--- src/rtl/pipe_hazard_ctrl.sv ---
// Hazard and sequencing controller for a 5-stage pipeline: load-use stalls, MEM-resolved
// redirects, overflow exceptions, data-memory wait freezes, exception PC and perf counters.
module pipe_hazard_ctrl #(
    parameter int unsigned EXC_CYC     = 2,
    parameter int unsigned MEM_TIMEOUT = 64,
    parameter int unsigned CNT_W       = 16
) (
    input  logic             Clk,
    input  logic             Clr,
    input  logic [4:0]       ID_Rs,
    input  logic [4:0]       ID_Rt,
    input  logic             ID_UsesRt,
    input  logic             EX_MemtoReg,
    input  logic [4:0]       EX_Rw,
    input  logic             MEM_Branch,
    input  logic             MEM_Zero,
    input  logic             MEM_Jump,
    input  logic             MEM_Overflow,
    input  logic             MEM_RegWr,
    input  logic             MEM_MemAcc,
    input  logic [31:0]      MEM_PC,
    input  logic             Dmem_ready,
    output logic             PC_stall,
    output logic             IF_ID_stall,
    output logic             ID_EX_stall,
    output logic             EX_MEM_stall,
    output logic             IF_ID_flush,
    output logic             ID_EX_flush,
    output logic             EX_MEM_flush,
    output logic             MEM_WB_flush,
    output logic [1:0]       PC_src,
    output logic [31:0]      EPC,
    output logic             Bus_err,
    output logic [CNT_W-1:0] Stall_cnt,
    output logic [CNT_W-1:0] Redir_cnt
);

    typedef enum logic [1:0] {
        S_RUN   = 2'd0,
        S_MWAIT = 2'd1,
        S_EXC   = 2'd2
    } state_t;

    localparam logic [3:0]       ECNT_INIT = 4'(EXC_CYC - 1);
    localparam logic [7:0]       TIMEOUT_V = 8'(MEM_TIMEOUT);
    localparam logic [CNT_W-1:0] CNT_MAX   = {CNT_W{1'b1}};
    localparam logic [CNT_W-1:0] CNT_ONE   = {{(CNT_W-1){1'b0}}, 1'b1};

    state_t           st_q, st_d;
    logic [3:0]       ecnt_q, ecnt_d;
    logic [7:0]       wcnt_q, wcnt_d;
    logic [31:0]      epc_q, epc_d;
    logic             bus_err_q, bus_err_d;
    logic [CNT_W-1:0] stall_cnt_q, stall_cnt_d;
    logic [CNT_W-1:0] redir_cnt_q, redir_cnt_d;

    logic mwait_s, exc_s, taken_s, lu_s, freeze_s, redir_s;

    // Hazard event decode
    always_comb begin
        mwait_s = MEM_MemAcc & ~Dmem_ready;
        exc_s   = MEM_Overflow & MEM_RegWr;
        taken_s = (MEM_Branch & MEM_Zero) | MEM_Jump;
        lu_s    = EX_MemtoReg & (EX_Rw != 5'd0) &
                  ((EX_Rw == ID_Rs) | (ID_UsesRt & (EX_Rw == ID_Rt)));
        // once waiting, only Dmem_ready releases the freeze
        freeze_s = (st_q == S_MWAIT) ? ~Dmem_ready : mwait_s;
    end

    // Mealy control outputs and next-state computation
    always_comb begin
        PC_stall     = 1'b0;
        IF_ID_stall  = 1'b0;
        ID_EX_stall  = 1'b0;
        EX_MEM_stall = 1'b0;
        IF_ID_flush  = 1'b0;
        ID_EX_flush  = 1'b0;
        EX_MEM_flush = 1'b0;
        MEM_WB_flush = 1'b0;
        PC_src       = 2'd0;
        st_d         = st_q;
        ecnt_d       = ecnt_q;
        wcnt_d       = wcnt_q;
        epc_d        = epc_q;
        bus_err_d    = bus_err_q;
        redir_s      = 1'b0;
        if (Clr) begin
            st_d = S_RUN;
        end else begin
            case (st_q)
                S_RUN, S_MWAIT: begin
                    if (freeze_s) begin
                        PC_stall     = 1'b1;
                        IF_ID_stall  = 1'b1;
                        ID_EX_stall  = 1'b1;
                        EX_MEM_stall = 1'b1;
                        MEM_WB_flush = 1'b1;
                        st_d         = S_MWAIT;
                        if (st_q == S_RUN) begin
                            wcnt_d = 8'd1;
                        end else if (wcnt_q != 8'hFF) begin
                            wcnt_d = wcnt_q + 8'd1;
                        end else begin
                            wcnt_d = wcnt_q;
                        end
                        if (wcnt_d == TIMEOUT_V) begin
                            bus_err_d = 1'b1;
                        end else begin
                            bus_err_d = bus_err_q;
                        end
                    end else if (exc_s) begin
                        IF_ID_flush  = 1'b1;
                        ID_EX_flush  = 1'b1;
                        EX_MEM_flush = 1'b1;
                        MEM_WB_flush = 1'b1;
                        PC_stall     = 1'b1;
                        epc_d        = MEM_PC;
                        ecnt_d       = ECNT_INIT;
                        st_d         = S_EXC;
                        wcnt_d       = 8'd0;
                        redir_s      = 1'b1;
                    end else if (taken_s) begin
                        IF_ID_flush  = 1'b1;
                        ID_EX_flush  = 1'b1;
                        EX_MEM_flush = 1'b1;
                        PC_src       = MEM_Jump ? 2'd2 : 2'd1;
                        st_d         = S_RUN;
                        wcnt_d       = 8'd0;
                        redir_s      = 1'b1;
                    end else if (lu_s) begin
                        PC_stall     = 1'b1;
                        IF_ID_stall  = 1'b1;
                        ID_EX_flush  = 1'b1;
                        st_d         = S_RUN;
                        wcnt_d       = 8'd0;
                    end else begin
                        st_d         = S_RUN;
                        wcnt_d       = 8'd0;
                    end
                end
                S_EXC: begin
                    IF_ID_flush = 1'b1;
                    if (ecnt_q == 4'd0) begin
                        PC_src = 2'd3;
                        st_d   = S_RUN;
                    end else begin
                        PC_stall = 1'b1;
                        ecnt_d   = ecnt_q - 4'd1;
                    end
                end
                default: begin
                    st_d = S_RUN;
                end
            endcase
        end
    end

    // Saturating performance counter next values
    always_comb begin
        if (PC_stall && (stall_cnt_q != CNT_MAX)) begin
            stall_cnt_d = stall_cnt_q + CNT_ONE;
        end else begin
            stall_cnt_d = stall_cnt_q;
        end
        if (redir_s && (redir_cnt_q != CNT_MAX)) begin
            redir_cnt_d = redir_cnt_q + CNT_ONE;
        end else begin
            redir_cnt_d = redir_cnt_q;
        end
    end

    // State registers update on the falling edge, in step with the pipeline registers
    always_ff @(negedge Clk) begin
        if (Clr) begin
            st_q        <= S_RUN;
            ecnt_q      <= 4'd0;
            wcnt_q      <= 8'd0;
            epc_q       <= 32'd0;
            bus_err_q   <= 1'b0;
            stall_cnt_q <= {CNT_W{1'b0}};
            redir_cnt_q <= {CNT_W{1'b0}};
        end else begin
            st_q        <= st_d;
            ecnt_q      <= ecnt_d;
            wcnt_q      <= wcnt_d;
            epc_q       <= epc_d;
            bus_err_q   <= bus_err_d;
            stall_cnt_q <= stall_cnt_d;
            redir_cnt_q <= redir_cnt_d;
        end
    end

    assign EPC       = epc_q;
    assign Bus_err   = bus_err_q;
    assign Stall_cnt = stall_cnt_q;
    assign Redir_cnt = redir_cnt_q;

endmodule

--- config.mk ---
export PLATFORM = sky130hd
export DESIGN_NAME = pipe_hazard_ctrl
export DESIGN_NICKNAME = d
export VERILOG_FILES = /design/src/rtl/pipe_hazard_ctrl.sv
export SDC_FILE = /design/constraint.sdc
export NUM_CORES = 1
export LEC_CHECK = 0
export ABC_AREA = 1
export BUFFER_PORTS_ARGS = -buffer_cell sky130_fd_sc_hd__buf_2
export CORE_MARGIN = 2
export CORE_UTILIZATION = 51
export CTS_CLUSTER_SIZE = 20
export DETAILED_ROUTE_END_ITERATION = 10
export GPL_TIMING_DRIVEN = 1
export PLACE_DENSITY = 0.8
export SETUP_SLACK_MARGIN = 0.15
export SLEW_MARGIN = 30
export SYNTH_ARGS = -nofsm -noshare
export SYNTH_HDL_FRONTEND = slang
export SYNTH_SLANG_ARGS = --single-unit
--- constraint.sdc ---
create_clock -name Clk -period 2 [get_ports Clk]
set_input_delay 0.5 -clock Clk [delete_from_list [all_inputs] [get_ports Clk]]
set_output_delay 0.5 -clock Clk [all_outputs]
set_load 0.03 [all_outputs]
==> results.py, run 1 <==
metrics = {
    "placed_design": {
        "gp_congestion": 0.8853,
        "io_buffers": 132,
        "dp_hpwl_mm": 8.646,
    },
    "synthesis": {
        "synthAdderAreaFrac_pct": 1.221,
        "avgSynthCellArea_um2": 6.751,
        "synth_cell_types": 39,
        "synthCells": 607,
        "synthTopCellsByArea": "dfxtp_1 (39%), nand2_1 (12%), nor2_1 (10%), nand3_1 (5.6%), o21ai_0 (5.6%)",
        "synth_seq_cells": 79,
        "synth_top_family_by_area": "simple AND/OR/NAND/NOR gates",
        "synth_compound_area_share_pct": 12.70,
        "synth_top_cell_area_share_pct": 38.60,
        "yosys.area.top_type": "dfxtp_1",
        "ys_seq_area_share_pct": 38.60,
        "netlist_area_mm2": 0.004098,
        "synth_xor_area_share_pct": 4.702,
        "syn_nets": 669,
        "yosys_warnings": 0,
        "synth-simple-area-share_pct": 34.14,
        "synthMuxAreaShare_pct": 0,
    },
    "floorplan": {
        "io_pins": 133,
        "die_width_um": 93.64,
        "rows": 32,
        "start_util_pct": 52.75,
        "die_h_um": 93.64,
    },
    "global_routing": {
        "grt_max_degree": 44,
    },
    "cts": {
        "cts_hold_buf": 0,
        "htree_levels": 3,
        "clockBufferDepth": 2,
        "cts_sinks": 79,
        "numCtsBuffers": 9,
        "cts_root_buffer": "clkbuf_8",
    },
    "run_status": {
        "outcome": "did not finish",
        "stop_error": "[ERROR DPL-0038] Utilization greater than 100%, impossible to legalize",
        "haltStage": "5_1_grt",
    },
}
[kinds of logic after synthesis]
group	Yosys count
and+or+nand+nor	323
AOI/OAI and AO/OA	94
buffers and inverters	85
DFF	79
xor gates and xnor gates	22
adders and majority gates	4
[synthesized netlist by cell type (all sizes together)]
cell type and count:
a21oi 39, a22o 1, a31oi 1, and2 1, and3 2, buf 5
clkbuf 13, clkinv 1, dfxtp 79, ha 4, inv 66, nand2 132
nand3 47, nand4 7, nor2 114, nor3 16, nor3b 1, nor4 2
o21ai 47, o22ai 4, o31ai 1, o41ai 1, or2 1, xnor2 12
xor2 10
[repair_timing]
action | 4_1_cts
endpoints found under the setup margin | 154
pin swaps | 56
gates resized for setup | 304
buffers inserted | 20
hold endpoints to repair | 0
cloned | 7
[through the flow]
stage	instances	setup TNS, ns	setup slack (ns)	utilization, %	area [um^2]
4_1_cts	1012	-63.93	-1.130	95.25	7398
3_5_place_dp	892	-63.50	-0.8262	72.84	5658
3_3_place_gp	892	-60.40	-0.7638	72.84	5658
2_1_floorplan	607	-45.68	-0.8521	-	4409
==> inputs of run 2 (changes only) <==
--- a/config.mk
+++ b/config.mk
@@ -8,12 +8,10 @@
 export ABC_AREA = 1
 export BUFFER_PORTS_ARGS = -buffer_cell sky130_fd_sc_hd__buf_2
 export CORE_MARGIN = 2
-export CORE_UTILIZATION = 51
-export CTS_CLUSTER_SIZE = 20
+export CORE_UTILIZATION = 40
 export DETAILED_ROUTE_END_ITERATION = 10
 export GPL_TIMING_DRIVEN = 1
-export PLACE_DENSITY = 0.8
-export SETUP_SLACK_MARGIN = 0.15
+export PLACE_DENSITY_LB_ADDON = 0.15
 export SLEW_MARGIN = 30
 export SYNTH_ARGS = -nofsm -noshare
 export SYNTH_HDL_FRONTEND = slang
==> results.py, run 2 <==
metrics = {
    "synthesis": {
        "yosys.area.top_type": "dfxtp_1",
        "async_reset_ff_share_pct": 0,
        "synth-simple-area-share_pct": 34.14,
        "synth_cell_types": 39,
        "yosys_warnings": 0,
        "synth.top_cells.by_count": "nand2_1 (126), nor2_1 (110), dfxtp_1 (79)",
        "synthMuxAreaShare_pct": 0,
        "synthAdderAreaFrac_pct": 1.221,
        "synthFlopType": "dfxtp_1",
        "synthTopCellsByArea": "dfxtp_1 (39%), nand2_1 (12%), nor2_1 (10%), nand3_1 (5.6%), o21ai_0 (5.6%)",
        "yosysMostFrequentCell": "nand2_1",
        "synth_top_cell_area_share_pct": 38.60,
        "synthCells": 607,
        "synth_seq_cells": 79,
        "netlist_area_mm2": 0.004098,
        "ys_seq_area_share_pct": 38.60,
        "avgSynthCellArea_um2": 6.751,
        "syn_nets": 669,
        "synth_edf_count": 0,
        "synth_compound_area_share_pct": 12.70,
        "synth_xor_area_share_pct": 4.702,
        "synth_top_family_by_area": "simple AND/OR/NAND/NOR gates",
    },
    "worst_setup_path": {
        "critPathMaxFanout": 4,
        "startpoint": "st_q[1]$_SDFFE_NP0P_",
        "rr_worst_depth": 11,
        "cp-endpoint": "PC_src[0]",
        "crit_buf_inv": 3,
        "crit_arrival_ns": 2.59,
        "startpoint_type": "flop",
        "cp_slowest_cell": "dfxtp_2",
        "required_ns": 1.50,
        "r2r_start": "Stall_cnt[1]$_SDFFE_NP0P_",
        "path_cells": "inv_4 > nand2_4 > buf_4 > o41ai_2 > buf_4",
        "critical-path-max-stage-delay_ns": 0.33,
        "cpLargestDelayFamily": "buffers and inverters",
        "regToRegSetupSlack_ns": -0.09,
        "r2r_end": "Stall_cnt[5]$_SDFFE_NP0P_",
        "crit_cells": 5,
        "cp_common_cell": "buf_4",
        "path_class": "flop to output port",
        "endpoint_kind": "output port",
    },
    "layout": {
        "seqCellArea_mm2": 0.001667,
        "layoutNonFillerInstCount": 1057,
        "layout_commonest_cell": "inv_1",
        "layout_common_cells": "inv_1 (129), nor2_1 (100), nand2_1 (96), buf_6 (87), buf_4 (86)",
        "nFillCells": 739,
        "multi_input_area_mm2": 0.002634,
        "nets": 981,
        "antenna_cells": 0,
        "drive_gt1_share_pct": 48.27,
        "area_growth_pct": 81.07,
        "largest_reg_flops": 32,
        "fin_util_pct": 75.22,
    },
    "detailed_routing": {
        "wl_per_cell_um": 13.98,
        "route.detailed.drc": 0,
        "initialDrtViolationCount": 180,
        "final_antenna_net_count": 0,
        "first_pass_iters": 5,
        "finalWirelength_mm": 14.78,
        "via_per_inst": 4.957,
        "vias": 5240,
    },
    "cts": {
        "cts_root_buffer": "clkbuf_8",
        "htree_levels": 3,
        "path_clk_slew_ns": 0.04,
        "clockBufferDepth": 2,
        "clk_latency_ns": 0.42,
        "numCtsBuffers": 9,
        "cts_tree": "yes",
        "cts_sinks": 79,
    },
    "placed_design": {
        "io_buffers": 132,
        "dp_cells": 925,
        "pre_cts_slack_ns": -0.8315,
        "gp_congestion": 0.9619,
        "dp_hpwl_mm": 8.397,
    },
    "global_routing": {
        "antenna_found_initial": 0,
        "grt_pass1_wl_mm": 22.19,
        "gr-total-overflow": 0,
        "track_usage_pct": 23.87,
        "grt_pass1_vias": 5217,
        "grt_max_degree": 44,
    },
    "power": {
        "internal_power_mw": 2.887,
        "power_switching_share_pct": 37.00,
        "p_sw_mw": 1.696,
        "p_comb_share_pct": 20.5,
        "p_leak_nw": 3.581,
        "ir_drop_v": 0.0003912,
        "p_clk_share_pct": 42.3,
        "seq_power_share_pct": 37.2,
        "powerDensity_mw_per_mm2": 617.6,
    },
    "timing": {
        "setup_slack_ns": -1.093,
        "hold_viol_final": 0,
        "slew_headroom_pct": 75.15,
        "setup_violations": 146,
        "final.setup_skew_ns": 0.02907,
        "rsz0062_at_grt": "true",
        "final_max_slew_viol_count": 0,
        "worst_pin_slew_ns": 0.3727,
    },
    "floorplan": {
        "die_h_um": 105.2,
        "die_width_um": 105.2,
        "dieArea_mm2": 0.01107,
        "rows": 36,
        "start_util_pct": 41.54,
        "io_pins": 133,
        "core_mm2": 0.009864,
    },
    "worst_hold_path": {
        "hp-class": "flop to flop",
    },
    "job": {
        "cap_violations": 0,
    },
    "run_status": {
        "outcome": "finished with violations",
        "violations": "negative setup slack",
    },
}
[run 2: worst register-to-register path, stage by stage (launching register included)]
cell     delay [ns]
dfxtp_2        0.32
buf_4          0.10
buf_4          0.09
buf_4          0.12
ha_1           0.22
nand3_1        0.18
inv_2          0.11
and3_2         0.20
nand4_4        0.21
buf_12         0.24
nand3_1        0.11
a21oi_2        0.06
[run 2: through the flow]
step	hold WS [ns]	instance area, um^2	TNS, ns	power, mW
6_report	0.4585	7420	-63.25	4.582
3_3_place_gp	0.4452	5507	-62.08	2.567
3_5_place_dp	0.4520	5507	-62.71	2.580
5_1_grt	0.4973	7420	-69.76	4.907
2_1_floorplan	0.4485	4204	-45.76	2.323
4_1_cts	0.4627	6920	-62.59	4.495
[run 2: worst min-delay path by stage]
stage	from	endpoint	slack, ns	cells after the start
2_1_floorplan	ecnt_q[0]$_SDFFE_NP0P_	ecnt_q[0]$_SDFFE_NP0P_	0.45	1
3_3_place_gp	Bus_err$_SDFFE_NP0P_	Bus_err$_SDFFE_NP0P_	0.45	2
3_5_place_dp	Bus_err$_SDFFE_NP0P_	Bus_err$_SDFFE_NP0P_	0.45	2
4_1_cts	Bus_err$_SDFFE_NP0P_	Bus_err$_SDFFE_NP0P_	0.46	2
5_1_grt	Bus_err$_SDFFE_NP0P_	Bus_err$_SDFFE_NP0P_	0.50	2
6_report	Bus_err$_SDFFE_NP0P_	Bus_err$_SDFFE_NP0P_	0.46	2
[run 2: area by class of cell]
cell class	instances	area share, %
tap	133	2.243
inverter	66	3.845
multi-input combinational	444	35.50
sequential	79	22.46
clock buffer	9	1.669
clock inverter	86	5.059
timing repair buffer	240	29.22
[run 2: power by group through the flow]
stage          registers (mW)  logic, mW  clock network, mW
6_report                 1.71      0.940               1.94
5_1_grt                  1.70       1.00               2.20
4_1_cts                  1.70      0.808               1.99
3_5_place_dp             1.70      0.641              0.242
3_3_place_gp             1.69      0.630              0.242
2_1_floorplan            1.80      0.277              0.242
[run 2: what timing repair did]
item,4_1_cts,5_1_grt
endpoints found under the setup margin,152,153
pin swaps,20,56
endpoints found under the hold margin,0,0
gates cloned,1,4
hold buffers,0,0
gates resized for setup,240,139
buffers inserted,36,21
[run 2: kinds of logic after synthesis]
family                   Yosys count
adder cells (fa/ha/maj)            4
AO/OA/AOI/OAI                     94
XOR/XNOR                          22
buffers and inverters             85
AND/OR/NAND/NOR                  323
flip-flops                        79
[run 2: per-layer routing]
layer  part of all wire, %  GRT usage, %
met5                     0             0
met4                   1.9         9.524
met3                   6.3         9.524
met2                    51         39.91
met1                    41         27.12
Note: power is estimated with default switching activity, not from simulation.
==> inputs of run 3 (changes only) <==
--- a/config.mk
+++ b/config.mk
@@ -8,7 +8,7 @@
 export ABC_AREA = 1
 export BUFFER_PORTS_ARGS = -buffer_cell sky130_fd_sc_hd__buf_2
 export CORE_MARGIN = 2
-export CORE_UTILIZATION = 40
+export CORE_UTILIZATION = 35
 export DETAILED_ROUTE_END_ITERATION = 10
 export GPL_TIMING_DRIVEN = 1
 export PLACE_DENSITY_LB_ADDON = 0.15
==> results.py, run 3 (synthesis gave the netlist of run 2 again) <==
metrics = {
    "power": {
        "p_sw_mw": 1.712,
        "power_switching_share_pct": 34.24,
        "ir_drop_v": 0.0005161,
        "p_leak_nw": 3.679,
        "internal_power_mw": 3.289,
        "power.total_mw": 5.000,
        "powerDensity_mw_per_mm2": 650.3,
        "p_clk_share_pct": 46.4,
        "p_comb_share_pct": 19.4,
        "seq_power_share_pct": 34.3,
    },
    "worst_setup_path": {
        "critical-path-max-stage-delay_ns": 0.32,
        "rr_worst_depth": 9,
        "required_ns": 1.50,
        "critPathMaxFanout": 6,
        "cp_slowest_cell": "dfxtp_2",
        "crit_arrival_ns": 2.61,
        "startpoint_type": "flop",
        "endpoint_kind": "output port",
        "path_class": "flop to output port",
        "path_cells": "inv_4 > nand2_4 > a21oi_4 > inv_2 > a21oi_4 > nor2_2 > nand2_4 > buf_12 > buf_8",
    },
    "timing": {
        "final_max_slew_viol_count": 0,
        "worst_pin_slew_ns": 0.6840,
        "setup_slack_ns": -1.109,
        "final.setup_skew_ns": 0.01825,
        "hold_viol_final": 0,
        "slew_headroom_pct": 54.40,
        "setup_violations": 151,
        "rsz0062_at_grt": "true",
    },
    "detailed_routing": {
        "met1_length_mm": 5.963,
        "first_pass_iters": 4,
        "dr_wl_met3_um": 913,
        "dr.max_layer_used": "met4",
        "wl_per_cell_um": 13.12,
        "initialDrtViolationCount": 187,
        "met2WireLength_mm": 7.005,
        "via_per_inst": 4.833,
        "final_antenna_net_count": 0,
        "vias": 5191,
        "route.detailed.drc": 0,
        "finalWirelength_mm": 14.10,
    },
    "floorplan": {
        "start_util_pct": 35.89,
        "die_h_um": 112.2,
        "core_mm2": 0.01142,
        "rows": 39,
        "io_pins": 133,
        "die_width_um": 112.2,
        "dieArea_mm2": 0.01259,
    },
    "global_routing": {
        "grt_pass1_wl_mm": 21.73,
        "antenna_found_initial": 0,
        "grt_pass1_vias": 5103,
        "track_usage_pct": 20.69,
        "grt_max_degree": 44,
        "gr-total-overflow": 0,
    },
    "cts": {
        "path_clk_slew_ns": 0.03,
        "cts_tree": "yes",
        "cts_sinks": 79,
        "cts_root_buffer": "clkbuf_16",
        "cts_hold_buf": 0,
        "htree_levels": 3,
        "clockBufferDepth": 2,
        "numCtsBuffers": 9,
        "clk_latency_ns": 0.41,
    },
    "layout": {
        "antenna_cells": 0,
        "largest_reg_flops": 32,
        "layout_commonest_cell": "inv_1",
        "area_growth_pct": 87.66,
        "layout_common_cells": "inv_1 (126), nor2_1 (96), nand2_1 (94), buf_6 (92), buf_4 (92)",
        "layoutNonFillerInstCount": 1074,
        "nFillCells": 954,
        "drive_gt1_share_pct": 51.77,
        "nets": 988,
    },
    "run_status": {
        "outcome": "finished with violations",
        "violations": "negative setup slack",
    },
    "placed_design": {
        "dp_cells": 937,
        "gp_congestion": 0.9215,
        "io_buffers": 132,
        "dp_hpwl_mm": 8.399,
    },
    "job": {
        "cap_violations": 0,
    },
    "worst_hold_path": {
        "hp-class": "flop to flop",
        "hold_path_depth": 2,
    },
}
-- run 3: area by class of cell --
type                            count  area [um^2]  area share, %
Clock buffer                        9        225.2          2.929
Tap cell                          143        178.9          2.327
Multi-Input combinational cell    444         2706          35.19
Clock inverter                     86        367.9          4.784
Sequential cell                    79         1667          21.67
Timing Repair inverter              1        7.507        0.09762
Timing Repair Buffer              246         2252          29.29
Inverter                           66        285.3          3.710
-- run 3: stage by stage --
stage          hold WS [ns]  setup WS, ns  util [%]  TNS (ns)  area (um^2)
2_1_floorplan        0.4485       -0.8521         -    -45.76         4204
3_3_place_gp         0.4460       -0.8310     48.36    -61.85         5522
3_5_place_dp         0.4472       -0.8517     48.36    -64.44         5522
4_1_cts              0.5065        -1.138     61.30    -56.45         6999
5_1_grt              0.5278        -1.193     67.35    -70.99         7690
6_report             0.5009        -1.109     67.35    -63.94         7690
-- run 3: layer usage --
metal  up-vias  GRT usage, %
met1      2400         23.26
met5         -             0
li1       2607             -
met3        21         8.585
met2       163         33.94
met4         0         10.16
-- run 3: power groups by stage --
stage	registers [mW]	clock network (mW)	logic (mW)
finish	1.71	2.32	0.969
global route	1.72	2.58	1.03
CTS	1.70	2.39	0.797
detailed placement	1.70	0.242	0.643
global placement	1.70	0.242	0.632
floorplan	1.80	0.242	0.277
-- run 3: path summary, 6_finish.rpt --
kind | slack, ns | from | to
worst min register to register | 0.50 | EPC[12]$_SDFFE_NP0P_ | EPC[12]$_SDFFE_NP0P_
worst max-delay path | -1.11 | st_q[1]$_SDFFE_NP0P_ | PC_stall
worst max register to register | 0 | Redir_cnt[1]$_SDFFE_NP0P_ | Redir_cnt[12]$_SDFFE_NP0P_
worst min-delay path | 0.50 | EPC[12]$_SDFFE_NP0P_ | EPC[12]$_SDFFE_NP0P_
-- run 3: what timing repair did --
action / 4_1_cts / 5_1_grt
pin swaps: 13 / 65
gates resized for setup: 244 / 163
buffers inserted: 20 / 18
setup endpoints to repair: 151 / 152
cloned: 2 / 4
-- run 3: worst max-delay path: cells and delay by family, from the launching register on --
family                 cells  cell delay (ns)
buffers and inverters      4             0.40
AND/OR/NAND/NOR            3             0.21
AO/OA/AOI/OAI              2             0.29
flip-flops                 1             0.32
==> inputs of run 4 (changes only) <==
--- a/config.mk
+++ b/config.mk
@@ -7,11 +7,13 @@
 export LEC_CHECK = 0
 export ABC_AREA = 1
 export BUFFER_PORTS_ARGS = -buffer_cell sky130_fd_sc_hd__buf_2
+export CORE_ASPECT_RATIO = 1.5
 export CORE_MARGIN = 2
 export CORE_UTILIZATION = 35
 export DETAILED_ROUTE_END_ITERATION = 10
 export GPL_TIMING_DRIVEN = 1
 export PLACE_DENSITY_LB_ADDON = 0.15
+export SKIP_CTS_REPAIR_TIMING = 1
 export SLEW_MARGIN = 30
 export SYNTH_ARGS = -nofsm -noshare
 export SYNTH_HDL_FRONTEND = slang
==> results.py, run 4 (synthesis gave the netlist of run 2 again) <==
metrics = {
    "layout": {
        "fin_util_pct": 60.05,
        "seqCellArea_mm2": 0.001665,
        "nets": 965,
        "area_growth_pct": 68.09,
        "largest_reg_flops": 32,
        "layoutNonFillerInstCount": 1058,
        "layout_commonest_cell": "inv_1",
        "multi_input_area_mm2": 0.002320,
        "layout_common_cells": "inv_1 (136), nand2_1 (118), nor2_1 (105), buf_4 (88), buf_6 (78)",
        "drive_gt1_share_pct": 40.20,
        "antenna_cells": 0,
        "nFillCells": 1070,
    },
    "worst_hold_path": {
        "hp-class": "flop to flop",
    },
    "power": {
        "ir_drop_v": 0.0005091,
        "p_leak_nw": 3.443,
        "powerDensity_mw_per_mm2": 682.3,
        "power.total_mw": 4.700,
    },
    "global_routing": {
        "grt_max_degree": 44,
        "antenna_found_initial": 0,
        "gr-total-overflow": 0,
        "track_usage_pct": 18.48,
        "grt_pass1_wl_mm": 19.35,
        "grt_pass1_vias": 4747,
    },
    "cts": {
        "cts_sinks": 79,
        "clockBufferDepth": 2,
        "clk_latency_ns": 0.40,
        "path_clk_slew_ns": 0.04,
        "htree_levels": 3,
        "cts_root_buffer": "clkbuf_16",
        "cts_tree": "yes",
        "numCtsBuffers": 9,
    },
    "run_status": {
        "violations": "negative setup slack",
        "outcome": "finished with violations",
    },
    "worst_setup_path": {
        "path_cells": "inv_4 > nand2_2 > a21oi_4 > inv_4 > a21oi_4 > buf_4 > buf_6",
        "crit_arrival_ns": 2.60,
        "endpoint_kind": "output port",
        "cp_slowest_cell": "dfxtp_2",
        "critPathMaxFanout": 4,
        "startpoint_type": "flop",
        "regToRegSetupSlack_ns": 0.07,
        "critical-path-max-stage-delay_ns": 0.32,
        "path_class": "flop to output port",
        "required_ns": 1.50,
    },
    "floorplan": {
        "io_pins": 133,
        "start_util_pct": 35.72,
        "core_mm2": 0.01147,
        "die_h_um": 136.5,
        "dieArea_mm2": 0.01261,
        "die_width_um": 92.35,
        "rows": 48,
    },
    "timing": {
        "slew_headroom_pct": 73.31,
        "final_max_slew_viol_count": 0,
        "worst_pin_slew_ns": 0.4004,
        "finalSetupTns_ns": -55.83,
        "setup_slack_ns": -1.096,
        "setup_violations": 152,
        "hold_viol_final": 0,
        "rsz0062_at_grt": "true",
        "final.setup_skew_ns": 0.02242,
    },
    "detailed_routing": {
        "final_antenna_net_count": 0,
        "vias": 4956,
        "initialDrtViolationCount": 183,
        "first_pass_iters": 5,
        "finalWirelength_mm": 12.68,
        "wl_per_cell_um": 11.99,
        "route.detailed.drc": 0,
        "via_per_inst": 4.684,
    },
    "placed_design": {
        "pre_cts_slack_ns": -0.8119,
        "io_buffers": 132,
        "dp_hpwl_mm": 8.534,
        "dp_cells": 940,
        "gp_congestion": 0.8998,
    },
    "job": {
        "cap_violations": 0,
    },
}
run 4: cell count changes in the layout (fill, tap and decap cells not counted), moves of 10 or more:
cell / before / now
nand2_1: 94 / 118
nand2_2: 25 / 9
o21ai_0: 6 / 41
buf_6: 92 / 78
inv_1: 126 / 136
o21ai_2: 38 / 2
run 4: per-stage QoR:
| step | cell area, um^2 | hold WS (ns) |
|---|---|---|
| final | 6888 | 0.4812 |
| after global routing | 6888 | 0.5078 |
| after CTS | 6080 | 0.4535 |
| after detailed placement | 5500 | 0.4486 |
| after global placement | 5500 | 0.4528 |
| after floorplan | 4204 | 0.4485 |
run 4: worst paths after layout:
| check | from | to | cells past startpoint |
|---|---|---|---|
| hold reg to reg | Bus_err$_SDFFE_NP0P_ | Bus_err$_SDFFE_NP0P_ | 2 |
| hold / removal | Bus_err$_SDFFE_NP0P_ | Bus_err$_SDFFE_NP0P_ | 2 |
| setup / recovery | st_q[1]$_SDFFE_NP0P_ | MEM_WB_flush | 7 |
| setup reg to reg | Stall_cnt[1]$_SDFFE_NP0P_ | Stall_cnt[0]$_SDFFE_NP0P_ | 10 |
run 4: final cells by class:
| type | count | share of cell area (%) |
|---|---|---|
| sequential | 79 | 24.18 |
| tap | 150 | 2.725 |
| inverter | 66 | 3.924 |
| clock inverter | 86 | 5.195 |
| timing repair buffer | 224 | 27.03 |
| clock buffer | 9 | 3.270 |
| multi-input combinational | 444 | 33.68 |
run 4: critical path: cells and delay by family, from the launching register on:
kind | cells | cell delay (ns)
buffers and inverters | 4 | 0.43
AO/OA/AOI/OAI | 2 | 0.39
flip-flops | 1 | 0.32
AND/OR/NAND/NOR | 1 | 0.07
run 4: power breakdown:
group	internal, mW	switching (mW)	leakage, nW
combinational	0.321	0.427	2.20
sequential	1.66	0.0423	0.673
clock	1.17	1.09	0.570
total	3.15	1.55	3.44
run 4: routing by layer:
layer | global-route usage, % | share of wire (%)
met1 | 19.13 | 40
met2 | 32.36 | 52
met3 | 7.104 | 6.3
met4 | 9.370 | 1.7
met5 | 0 | 0
